### src/rtl/hqm_mem_pg_seq.sv
// Memory power-gating sequencer: drains traffic, isolates, and walks the
// daisy-chained memory power enable down/up with a shared timeout counter.
module hqm_mem_pg_seq #(
  parameter int unsigned ISOL_DLY = 4,
  parameter int unsigned PWR_TMO  = 64
) (
  input  logic       clk,
  input  logic       rst_n,
  input  logic       pg_req,
  input  logic       mem_busy,
  input  logic       pwr_enable_b_in,
  input  logic       pg_err_clr,
  output logic       pwr_enable_b_out,
  output logic       pgcb_isol_en,
  output logic       mem_access_block,
  output logic       mem_ready,
  output logic       pg_ack,
  output logic       pg_err,
  output logic [2:0] pg_state
);

  localparam int unsigned CNT_W = 8;
  localparam logic [CNT_W-1:0] ISOL_LD = CNT_W'(ISOL_DLY);
  localparam logic [CNT_W-1:0] TMO_LD  = CNT_W'(PWR_TMO);
  localparam logic [CNT_W-1:0] CNT_ONE = CNT_W'(1);

  typedef enum logic [2:0] {
    ST_ON       = 3'd0,
    ST_DRAIN    = 3'd1,
    ST_ISOL     = 3'd2,
    ST_OFF_WAIT = 3'd3,
    ST_OFF      = 3'd4,
    ST_ON_WAIT  = 3'd5,
    ST_DEISOL   = 3'd6
  } state_t;

  state_t           state_q, state_d;
  logic [CNT_W-1:0] cnt_q, cnt_d;
  logic [1:0]       sync_q;
  logic             pe_sync;
  logic             pe_q, pe_d;
  logic             isol_q, isol_d;
  logic             block_q, block_d;
  logic             ready_q, ready_d;
  logic             ack_q, ack_d;
  logic             err_q, err_d;
  logic             tmo;

  assign pe_sync = sync_q[1];

  // Chain acknowledge synchronizer; resets to "chain off".
  always_ff @(posedge clk or negedge rst_n) begin
    if (!rst_n) begin
      sync_q <= 2'b11;
    end else begin
      sync_q <= {sync_q[0], pwr_enable_b_in};
    end
  end

  always_ff @(posedge clk or negedge rst_n) begin
    if (!rst_n) begin
      state_q <= ST_ON_WAIT;
      cnt_q   <= TMO_LD;
      pe_q    <= 1'b0;
      isol_q  <= 1'b1;
      block_q <= 1'b1;
      ready_q <= 1'b0;
      ack_q   <= 1'b0;
      err_q   <= 1'b0;
    end else begin
      state_q <= state_d;
      cnt_q   <= cnt_d;
      pe_q    <= pe_d;
      isol_q  <= isol_d;
      block_q <= block_d;
      ready_q <= ready_d;
      ack_q   <= ack_d;
      err_q   <= err_d;
    end
  end

  // Next state, shared counter, sticky error; outputs decoded from next state
  // so every output is a flop and tracks the state it belongs to.
  always_comb begin
    state_d = state_q;
    cnt_d   = cnt_q;
    tmo     = 1'b0;
    pe_d    = 1'b0;
    isol_d  = 1'b1;
    block_d = 1'b1;
    ready_d = 1'b0;
    ack_d   = 1'b0;

    case (state_q)
      ST_ON: begin
        if (pg_req) state_d = ST_DRAIN;
      end
      ST_DRAIN: begin
        if (!pg_req) begin
          state_d = ST_ON;
        end else if (!mem_busy) begin
          state_d = ST_ISOL;
          cnt_d   = ISOL_LD;
        end
      end
      ST_ISOL: begin
        if (cnt_q <= CNT_ONE) begin
          state_d = ST_OFF_WAIT;
          cnt_d   = TMO_LD;
        end else begin
          cnt_d = cnt_q - CNT_ONE;
        end
      end
      ST_OFF_WAIT: begin
        if (pe_sync) begin
          state_d = ST_OFF;
        end else if (cnt_q <= CNT_ONE) begin
          state_d = ST_OFF;
          tmo     = 1'b1;
        end else begin
          cnt_d = cnt_q - CNT_ONE;
        end
      end
      ST_OFF: begin
        if (!pg_req) begin
          state_d = ST_ON_WAIT;
          cnt_d   = TMO_LD;
        end
      end
      ST_ON_WAIT: begin
        if (!pe_sync || cnt_q <= CNT_ONE) begin
          state_d = ST_DEISOL;
          cnt_d   = ISOL_LD;
          tmo     = pe_sync;
        end else begin
          cnt_d = cnt_q - CNT_ONE;
        end
      end
      ST_DEISOL: begin
        if (cnt_q <= CNT_ONE) begin
          state_d = ST_ON;
        end else begin
          cnt_d = cnt_q - CNT_ONE;
        end
      end
      default: begin
        state_d = ST_ON_WAIT;
        cnt_d   = TMO_LD;
      end
    endcase

    err_d = tmo | (err_q & ~pg_err_clr);

    case (state_d)
      ST_ON: begin
        isol_d  = 1'b0;
        block_d = 1'b0;
        ready_d = 1'b1;
      end
      ST_DRAIN:    isol_d = 1'b0;
      ST_OFF_WAIT: pe_d   = 1'b1;
      ST_OFF: begin
        pe_d  = 1'b1;
        ack_d = 1'b1;
      end
      default: ;
    endcase
  end

  assign pwr_enable_b_out = pe_q;
  assign pgcb_isol_en     = isol_q;
  assign mem_access_block = block_q;
  assign mem_ready        = ready_q;
  assign pg_ack           = ack_q;
  assign pg_err           = err_q;
  assign pg_state         = state_q;

endmodule

### config.mk
export PLATFORM = sky130hd
export DESIGN_NAME = hqm_mem_pg_seq
export DESIGN_NICKNAME = d
export VERILOG_FILES = /design/src/rtl/hqm_mem_pg_seq.sv
export SDC_FILE = /design/constraint.sdc
export NUM_CORES = 1
export LEC_CHECK = 0
export CAP_MARGIN = 20
export CORE_MARGIN = 2
export CORE_UTILIZATION = 54
export DETAILED_ROUTE_END_ITERATION = 8
export DONT_BUFFER_PORTS = 1
export GPL_TIMING_DRIVEN = 1
export PLACE_DENSITY_LB_ADDON = 0.25
export RECOVER_POWER = 100
export SLEW_MARGIN = 20
export SYNTH_ARGS = -nofsm -noshare
export SYNTH_HDL_FRONTEND = slang
export SYNTH_SLANG_ARGS = --single-unit
### constraint.sdc
create_clock -name clk -period 5.3 [get_ports clk]
set_input_delay 1.06 -clock clk [delete_from_list [all_inputs] [get_ports clk]]
set_output_delay 1.06 -clock clk [all_outputs]
set_load 0.005 [all_outputs]
==> results.json, run 1 <==
{
  "relSlewSlack": 0.578,
  "setup_violations": 0,
  "ys_seq_area_frac": 0.400,
  "finalCritPeriodShare": 0.445,
  "grt_usage": 0.216,
  "hold_viol": 0,
  "drt_iter0_markers": 22,
  "postRouteAntennaNets": 0,
  "clkPwrFrac": 0.094,
  "status": "complete, no violations",
  "swShare": 0.475,
  "cp.required_ns": 5.49,
  "die_h_um": 51.4,
  "max_freq_mhz": 424,
  "num_rows": 17,
  "vias_per_cell": 6.01,
  "netlist_instances": 134,
  "rsz0062_at_grt": "no",
  "cts_resized": 0,
  "cts_hold_buf": 0,
  "power_frac_comb": 0.535,
  "diodes": 0,
  "grt_max_degree": 20,
  "yosys_most_used_dff": "dfrtp_1",
  "clkLatencyLatePin_ns": 0.30,
  "yosysWarnings": 0,
  "cts_tree": "built",
  "synth.largest_area_cell": "dfrtp_1",
  "start_util": 0.558,
  "gr-total-overflow": 0,
  "syn_area_um2": 1210,
  "critPathLaunchType": "flop",
  "clkTransAtPathRegs_ns": 0.10,
  "ys_seq_elements": 19,
  "portBuffers": 0,
  "crit_arrival_ns": 2.54,
  "io_pins": 15,
  "clockBufferDepth": 2,
  "nNetsFinal": 141,
  "peakVddDrop_v": 0.000317,
  "postCtsSetupBuffers": 0,
  "cellPowerDensity_nw_per_um2": 635,
  "die_area_um2": 2640,
  "drive_gt1_frac": 0.144,
  "syn_to_final_growth_pct": 0.310,
  "vias": 962,
  "globalplace.congestion": 0.890,
  "wl_um": 2480,
  "drc_errors": 0,
  "finalSetupTns_ns": 0,
  "coreArea_um2": 2170,
  "end_kind": "flop",
  "synth.net_count": 142,
  "avgSynthCellArea_um2": 9.04,
  "cts_sinks": 19,
  "hpwl_um": 1830,
  "wl_per_cell_um": 15.5,
  "slew_violations": 0,
  "worst_pin_slew_ns": 0.629,
  "antenna_found_initial": 0,
  "die_x_um": 51.4,
  "worstPathMaxFanout": 6,
  "leakagePower_nw": 0.514,
  "grt_pass1_wl_um": 4250,
  "p_seq_frac": 0.372,
  "synth_area_leaders": "dfrtp_1 25%, dfstp_2 15%, inv_1 4.0%",
  "yosysUniqueCellTypes": 48,
  "switching_power_w": 0.000367,
  "numCtsBuffers": 3,
  "synth_top_area_frac": 0.248,
  "synth_edf_count": 0,
  "grt_pass1_vias": 932,
  "max-cap-violations": 0,
  "min_period_ns": 2.36,
  "async_flop_share": 1.00,
  "critPathKind": "flop to flop",
  "skew_ns": 0.00175,
  "placed_cells": 156,
  "hp-class": "flop to flop",
  "stdcell_count": 160,
  "drtPass1Iterations": 4,
  "htreeDepth": 1,
  "ctsRootBufferMaster": "clkbuf_4",
  "p_int_w": 0.000405
}
sequential cells by signal (all words and copies together) (netlist names):
| signal | count |
|---|---|
| sync_q | 2 |
| pgcb_isol_en | 1 |
| pg_err | 1 |
| cnt_q | 8 |
| mem_ready | 1 |
| pwr_enable_b_out | 1 |
| pg_state | 3 |
| mem_access_block | 1 |
| pg_ack | 1 |
final cells by class:
type                            count  area [um2]
Inverter                           13        48.8
Fill cell                         197         955
Tap cell                           28        35.0
Multi-Input combinational cell     96         619
Clock inverter                      1        5.00
Sequential cell                    19         484
Clock buffer                        3        22.5
cell usage in the layout (no fill, tap or decap), drive strengths merged, types with 2 or more instances in the layout:
cell     n
o32ai    3
dfstp    7
dfrtp   12
o211ai   2
clkbuf   3
xnor2    2
nand3    3
o31ai    3
nand2   13
or3      7
ha       2
a21oi   10
inv     13
nor2    12
nand2b   3
or2      3
o21ai    7
o41ai    2
nor2b    2
a21boi   2
nor3     6
Yosys cell counts (2+ instances only):
cell       n
inv_1     13
nand2_1   13
dfrtp_1   12
nor2_1    11
a21oi_1    9
dfstp_2    7
o21ai_0    5
or3_1      5
buf_2      4
nor3_1     4
nand3_1    3
o32ai_1    3
ha_1       2
nand2b_1   2
nor2b_1    2
o211ai_1   2
o21ai_1    2
o31ai_1    2
o41ai_2    2
or2_1      2
xnor2_1    2
layer usage:
metal / vias to the layer above / global-route usage / wire length (um)
li1: 471 / - / -
met1: 466 / 0.312 / 1200
met2: 23 / 0.316 / 1160
met3: 2 / 0.0322 / 99
met4: 0 / 0.105 / 17
met5: - / 0 / 0
final timing paths:
path | start | to | slack, ns | cells after the start
worst max-delay path | cnt_q[0] | cnt_q[2] | 2.94 | 7
worst min-delay path | sync_q[0] | sync_q[1] | 0.36 | 0
worst max register to register | cnt_q[0] | cnt_q[2] | 2.94 | 7
worst min register to register | sync_q[0] | sync_q[1] | 0.36 | 0
max in group asynchronous | rst_n | mem_access_block | 4.69 | 0
min in group asynchronous | rst_n | cnt_q[7] | 0.44 | 0
per-stage QoR:
stage	area, um2	worst slack (ns)	total power (W)	util	hold slack (ns)
2_1_floorplan	1210	3.26	0.000646	-	0.345
3_3_place_gp	1210	3.15	0.000713	0.558	0.346
3_5_place_dp	1210	3.18	0.000722	0.558	0.347
4_1_cts	1240	3.18	0.000795	0.571	0.363
5_1_grt	1210	2.75	0.000848	0.560	0.366
6_report	1210	2.94	0.000772	0.560	0.361
worst max-delay path, stage by stage (launching register included):
cell and delay [ns]:
dfrtp_1 0.43, inv_1 0.10, ha_1 0.28, nor2_1 0.17, nor3_1 0.57, a21oi_1 0.16, o31a_1 0.30, a32o_1 0.24
kinds of logic after synthesis:
logic type	synth area share
buffers and inverters	0.0692
AO/OA/AOI/OAI	0.241
adder cells (fa/ha/maj)	0.0207
flip-flops	0.400
XOR/XNOR	0.0145
AND/OR/NAND/NOR	0.255
power groups by stage:
stage          clock [W]  combinational [W]  sequential (W)
3_5_place_dp           0           0.000431        0.000291
2_1_floorplan          0           0.000402        0.000244
6_report       0.0000722           0.000413        0.000287
5_1_grt        0.0000822           0.000466        0.000300
3_3_place_gp           0           0.000425        0.000288
4_1_cts        0.0000752           0.000432        0.000288
No activity file was read; power rests on OpenSTA's default activity.
==> inputs of run 2 (changes only) <==
==> constraint.sdc (replaced) <==
create_clock -name clk -period 1.9 [get_ports clk]
set_input_delay 0.38 -clock clk [delete_from_list [all_inputs] [get_ports clk]]
set_output_delay 0.38 -clock clk [all_outputs]
set_load 0.005 [all_outputs]
==> run 2 against run 1 <==
Clock-buffer cell count unchanged. Clock power increased to 3.0 times the previous value. Via count rose by 17%. Setup slack lost 2.9 ns. Combinational power rose to 4.7 times the previous value. Maximum frequency grew 28%. Sequential share of layout area fell by 7.9 points. Register-to-register slack got worse by 2.9 ns. Sequential cell count unchanged. Sequential power grew 140%. First-iteration DRC count rose by 55%. Critical path type unchanged. Largest cell class unchanged. Highest routed layer unchanged.
==> results.json, run 2 (synthesis gave the netlist of run 1 again) <==
{
  "wl_per_cell_um": 16.8,
  "slowest_stage": "or3_4",
  "numCtsBuffers": 3,
  "grt_pass1_vias": 1054,
  "hpwl_um": 2320,
  "layout_common_cells": "25 x buf_4, 13 x nand2_1, 11 x nor2_1, 11 x inv_1, 10 x dfrtp_1",
  "dpl_cell_area_um2": 1370,
  "peakVddDrop_v": 0.00108,
  "max-cap-violations": 0,
  "antenna_found_initial": 0,
  "ctsRootBufferMaster": "clkbuf_4",
  "grt_pass1_wl_um": 4920,
  "status": "complete, no violations",
  "grt_usage": 0.257,
  "fin_area_um2": 1520,
  "clkTransAtPathRegs_ns": 0.11,
  "num_rows": 17,
  "rsz0062_at_grt": "no",
  "crit_arrival_ns": 2.05,
  "hold_viol": 0,
  "gr-total-overflow": 0,
  "end_kind": "flop",
  "drive_gt1_frac": 0.403,
  "finalCritPeriodShare": 0.971,
  "min_period_ns": 1.85,
  "drc_errors": 0,
  "mostFrequentLayoutCell": "buf_4",
  "setup_violations": 0,
  "hold_start": "pwr_enable_b_in",
  "clockBufferDepth": 2,
  "nNetsFinal": 168,
  "seq_area_um2": 487,
  "grt_max_degree": 20,
  "drtPass1Iterations": 4,
  "leakagePower_nw": 0.675,
  "reg2reg_from": "cnt_q[2]",
  "nFillCells": 163,
  "worstHoldEndpoint": "sync_q[0]",
  "cp.required_ns": 2.11,
  "multiInputGateArea_um2": 722,
  "vias_per_cell": 6.02,
  "final_util": 0.702,
  "die_h_um": 51.4,
  "max_freq_mhz": 542,
  "critPathLaunchType": "flop",
  "largest_register_ffs": 8,
  "portBuffers": 0,
  "diodes": 0,
  "cts_tree": "built",
  "r2r_end": "cnt_q[2]",
  "cellPowerDensity_nw_per_um2": 1880,
  "globalplace.congestion": 0.969,
  "worstPathMaxFanout": 5,
  "coreArea_um2": 2170,
  "ff2ff_path_depth": 5,
  "clkLatencyLatePin_ns": 0.31,
  "slew_violations": 0,
  "crit_chain": "or3_4, nor3_4, a21oi_1, o31a_1, a32o_2",
  "start_util": 0.558,
  "io_pins": 15,
  "die_area_um2": 2640,
  "top_register": "cnt_q",
  "critPathKind": "flop to flop",
  "syn_to_final_growth_pct": 25.7,
  "postRouteAntennaNets": 0,
  "whs_path_depth": 0,
  "relSlewSlack": 0.438,
  "max_stage_delay_ns": 0.44,
  "worst_pin_slew_ns": 0.840,
  "htreeDepth": 1,
  "die_x_um": 51.4,
  "skew_ns": 0.00684,
  "hp-class": "primary input to flop",
  "wl_um": 3140,
  "drt_iter0_markers": 34,
  "vias": 1126,
  "cts_sinks": 19,
  "r2r_setup_slack_ns": 0.05
}
==> run 2: repair_timing <==
action / in CTS / in global routing
pin swaps: 1 / 4
buffers inserted: 0 / 5
endpoints found under the hold margin: 19 / 0
resized for setup: 7 / 12
endpoints found under the setup margin: 4 / 5
hold buffers: 1 / 0
==> run 2: metrics by stage <==
stage	hold WS [ns]	worst slack (ns)	std cells	TNS, ns	power (W)
3_5_place_dp	0.0848	-0.0902	177	-0.123	0.00236
3_3_place_gp	0.0848	0.0358	177	0	0.00231
6_report	0.0491	0.0547	187	0	0.00286
4_1_cts	0.0525	-0.0159	182	-0.0159	0.00267
5_1_grt	0.0389	0.00128	187	0	0.00304
2_1_floorplan	0.0844	0.0487	134	0	0.00180
==> run 2: layout make-up <==
type / count / area share
clock inverters: 1 / 0.00329
inverters: 13 / 0.0320
multi-input cells: 96 / 0.474
well taps: 28 / 0.0230
clock buffers: 3 / 0.0148
repair buffers: 27 / 0.133
flip-flops and latches: 19 / 0.320
==> run 2: critical path, delay by kind of cell, from the launching register on <==
kind,cells,cell delay (ns)
AND/OR/NAND/NOR,2,0.70
flip-flops,1,0.41
AO/OA/AOI/OAI,3,0.63
==> run 2: worst max path at each step <==
| stage | end | slack [ns] | startpoint | depth (start not counted) |
|---|---|---|---|---|
| 2_1_floorplan | cnt_q[5] | 0.05 | cnt_q[0] | 7 |
| 3_3_place_gp | cnt_q[5] | 0.04 | cnt_q[0] | 7 |
| 3_5_place_dp | mem_access_block | -0.09 | cnt_q[0] | 8 |
| 4_1_cts | mem_access_block | -0.02 | cnt_q[0] | 8 |
| 5_1_grt | cnt_q[6] | 0.001 | cnt_q[0] | 8 |
| 6_report | cnt_q[2] | 0.05 | cnt_q[2] | 5 |
==> run 2: where the power goes <==
group,total [W],leakage [nW],switching [W],internal (W)
Sequential,0.000702,0.230,0.000122,0.000580
Combinational,0.00195,0.427,0.00105,0.000892
Clock,0.000214,0.0177,0.000135,0.0000787
==> run 2: layer usage <==
metal  track usage  routed length [um]
met1         0.338                1380
met2         0.423                1550
met3        0.0263                 134
met4         0.123                  80
met5             0                   0
==> inputs of run 3 (changes only) <==
--- a/config.mk
+++ b/config.mk
@@ -8,6 +8,7 @@
 export CAP_MARGIN = 20
 export CORE_MARGIN = 2
 export CORE_UTILIZATION = 54
+export CTS_BUF_LIST = sky130_fd_sc_hd__clkbuf_2
 export DETAILED_ROUTE_END_ITERATION = 8
 export DONT_BUFFER_PORTS = 1
 export GPL_TIMING_DRIVEN = 1
==> run 3 against run 2 <==
Total power hardly changed. Setup slack worse by 0.053 ns. Maximum frequency is 2.8% lower. First-iteration DRC count is 5.9% higher. Sequential cell count stayed put. Highest routed layer unchanged. Core utilization is 1.2 points higher. Sequential power is 0.9% higher. Wire length is 1.6% lower.
==> results.json, run 3 (synthesis gave the netlist of run 1 again) <==
{
  "crit_chain": "inv_2, ha_4, nor2_4, buf_4, o41ai_2, a21oi_1, a221o_1, a21oi_2",
  "slew_violations": 0,
  "grt_max_degree": 20,
  "setup_violations": 0,
  "ctsRootBufferMaster": "clkbuf_2",
  "cellPowerDensity_nw_per_um2": 1850,
  "worstPathMaxFanout": 4,
  "numCtsBuffers": 3,
  "drive_gt1_frac": 0.411,
  "layout_common_cells": "29 x buf_4, 13 x nand2_1, 11 x nor2_1, 11 x inv_1, 10 x dfrtp_1",
  "relSlewSlack": 0.451,
  "hpwl_um": 2320,
  "drt_iter0_markers": 36,
  "drc_errors": 0,
  "status": "complete, no violations",
  "grt_pass1_wl_um": 4970,
  "num_rows": 17,
  "max_stage_delay_ns": 0.48,
  "dp_slack_ns": -0.0902,
  "nNetsFinal": 172,
  "max-cap-violations": 0,
  "die_x_um": 51.4,
  "min_period_ns": 1.90,
  "r2r_setup_slack_ns": 0.002,
  "worst_pin_slew_ns": 0.821,
  "critPathLaunchType": "flop",
  "gr-total-overflow": 0,
  "hp-class": "primary input to flop",
  "vias_per_cell": 5.87,
  "cts_tree": "built",
  "vias": 1121,
  "diodes": 0,
  "power.total_w": 0.00286,
  "max_freq_mhz": 527,
  "peakVddDrop_v": 0.00105,
  "die_area_um2": 2640,
  "grt_usage": 0.259,
  "mostFrequentLayoutCell": "buf_4",
  "cts_sinks": 19,
  "crit_arrival_ns": 2.17,
  "critPathKind": "flop to flop",
  "postRouteAntennaNets": 0,
  "drtPass1Iterations": 4,
  "end_kind": "flop",
  "top_register": "cnt_q",
  "io_pins": 15,
  "die_h_um": 51.4,
  "start_util": 0.558,
  "slowest_stage": "dfrtp_2",
  "globalplace.congestion": 0.969,
  "syn_to_final_growth_pct": 27.9,
  "clkTransAtPathRegs_ns": 0.18,
  "clockBufferDepth": 2,
  "wl_um": 3090,
  "skew_ns": 0.00345,
  "antenna_found_initial": 0,
  "coreArea_um2": 2170,
  "largest_register_ffs": 8,
  "leakagePower_nw": 0.684,
  "finalSetupTns_ns": 0,
  "nFillCells": 165,
  "htreeDepth": 1,
  "finalCritPeriodShare": 0.999,
  "clkLatencyLatePin_ns": 0.32,
  "wl_per_cell_um": 16.2,
  "portBuffers": 0,
  "cp.required_ns": 2.17,
  "hold_viol": 0,
  "setup_ws_ns": 0.00157,
  "grt_pass1_vias": 1049,
  "final_util": 0.714
}
## run 3: cell types whose count changed in the layout (fill, tap and decap cells not counted)
cell / before / now
dfstp_1: 0 / 1
nand2b_4: 2 / 1
or2_1: 2 / 1
a21oi_1: 9 / 8
clkbuf_2: 1 / 3
nand2b_1: 1 / 2
buf_4: 25 / 29
or2_4: 0 / 1
a21oi_2: 1 / 2
dfstp_2: 7 / 6
dlygate4sd3_1: 1 / 2
clkbuf_4: 3 / 0
## run 3: layout make-up
type | instances | area [um2] | share of cell area
Timing Repair Buffer | 31 | 238 | 0.153
Clock inverter | 1 | 5.00 | 0.00323
Inverter | 13 | 48.8 | 0.0315
Multi-Input combinational cell | 96 | 721 | 0.465
Tap cell | 28 | 35.0 | 0.0226
Sequential cell | 19 | 487 | 0.314
Clock buffer | 3 | 15.0 | 0.00969
## run 3: path summary, 6_finish.rpt
kind	start	end	depth (start not counted)
worst max-delay path	cnt_q[0]	cnt_q[6]	8
worst min-delay path	pg_err_clr	pg_err	1
worst max register to register	cnt_q[0]	cnt_q[6]	8
worst min register to register	sync_q[0]	sync_q[1]	0
max in group asynchronous	rst_n	cnt_q[0]	1
min in group asynchronous	rst_n	cnt_q[5]	1
## run 3: metrics by stage
stage / instance area [um2] / hold slack, ns / cells
floorplan: 1210 / 0.0844 / 134
finish: 1550 / 0.117 / 191
detailed placement: 1370 / 0.0848 / 177
global route: 1550 / 0.103 / 191
global placement: 1370 / 0.0848 / 177
CTS: 1430 / 0.0174 / 183
## run 3: worst max-delay path: cells and delay by family, from the launching register on
family,cells,cell delay (ns)
adder cells (fa/ha/maj),1,0.16
buffers and inverters,2,0.24
AND/OR/NAND/NOR,1,0.06
flip-flops,1,0.48
AO/OA/AOI/OAI,4,0.90
## run 3: report_power, final
group	switching [W]	internal, W	total [W]
Sequential	0.000131	0.000577	0.000708
Combinational	0.00104	0.000933	0.00198
Clock	0.000131	0.0000477	0.000178
## run 3: per-layer routing
layer / global-route usage / vias to the layer above / wire length (um)
li1: - / 535 / -
met3: 0.0263 / 8 / 126
met2: 0.417 / 35 / 1530
met4: 0.123 / 0 / 71
met1: 0.348 / 543 / 1360
met5: 0 / - / 0
## run 3: what timing repair did
item                                    CTS  global route
endpoints found under the setup margin    6             8
pin swaps                                 0             7
endpoints found under the hold margin    19             1
buffers inserted                          1             7
cloned                                    0             0
resized for setup                         5            15
hold buffers                              1             1
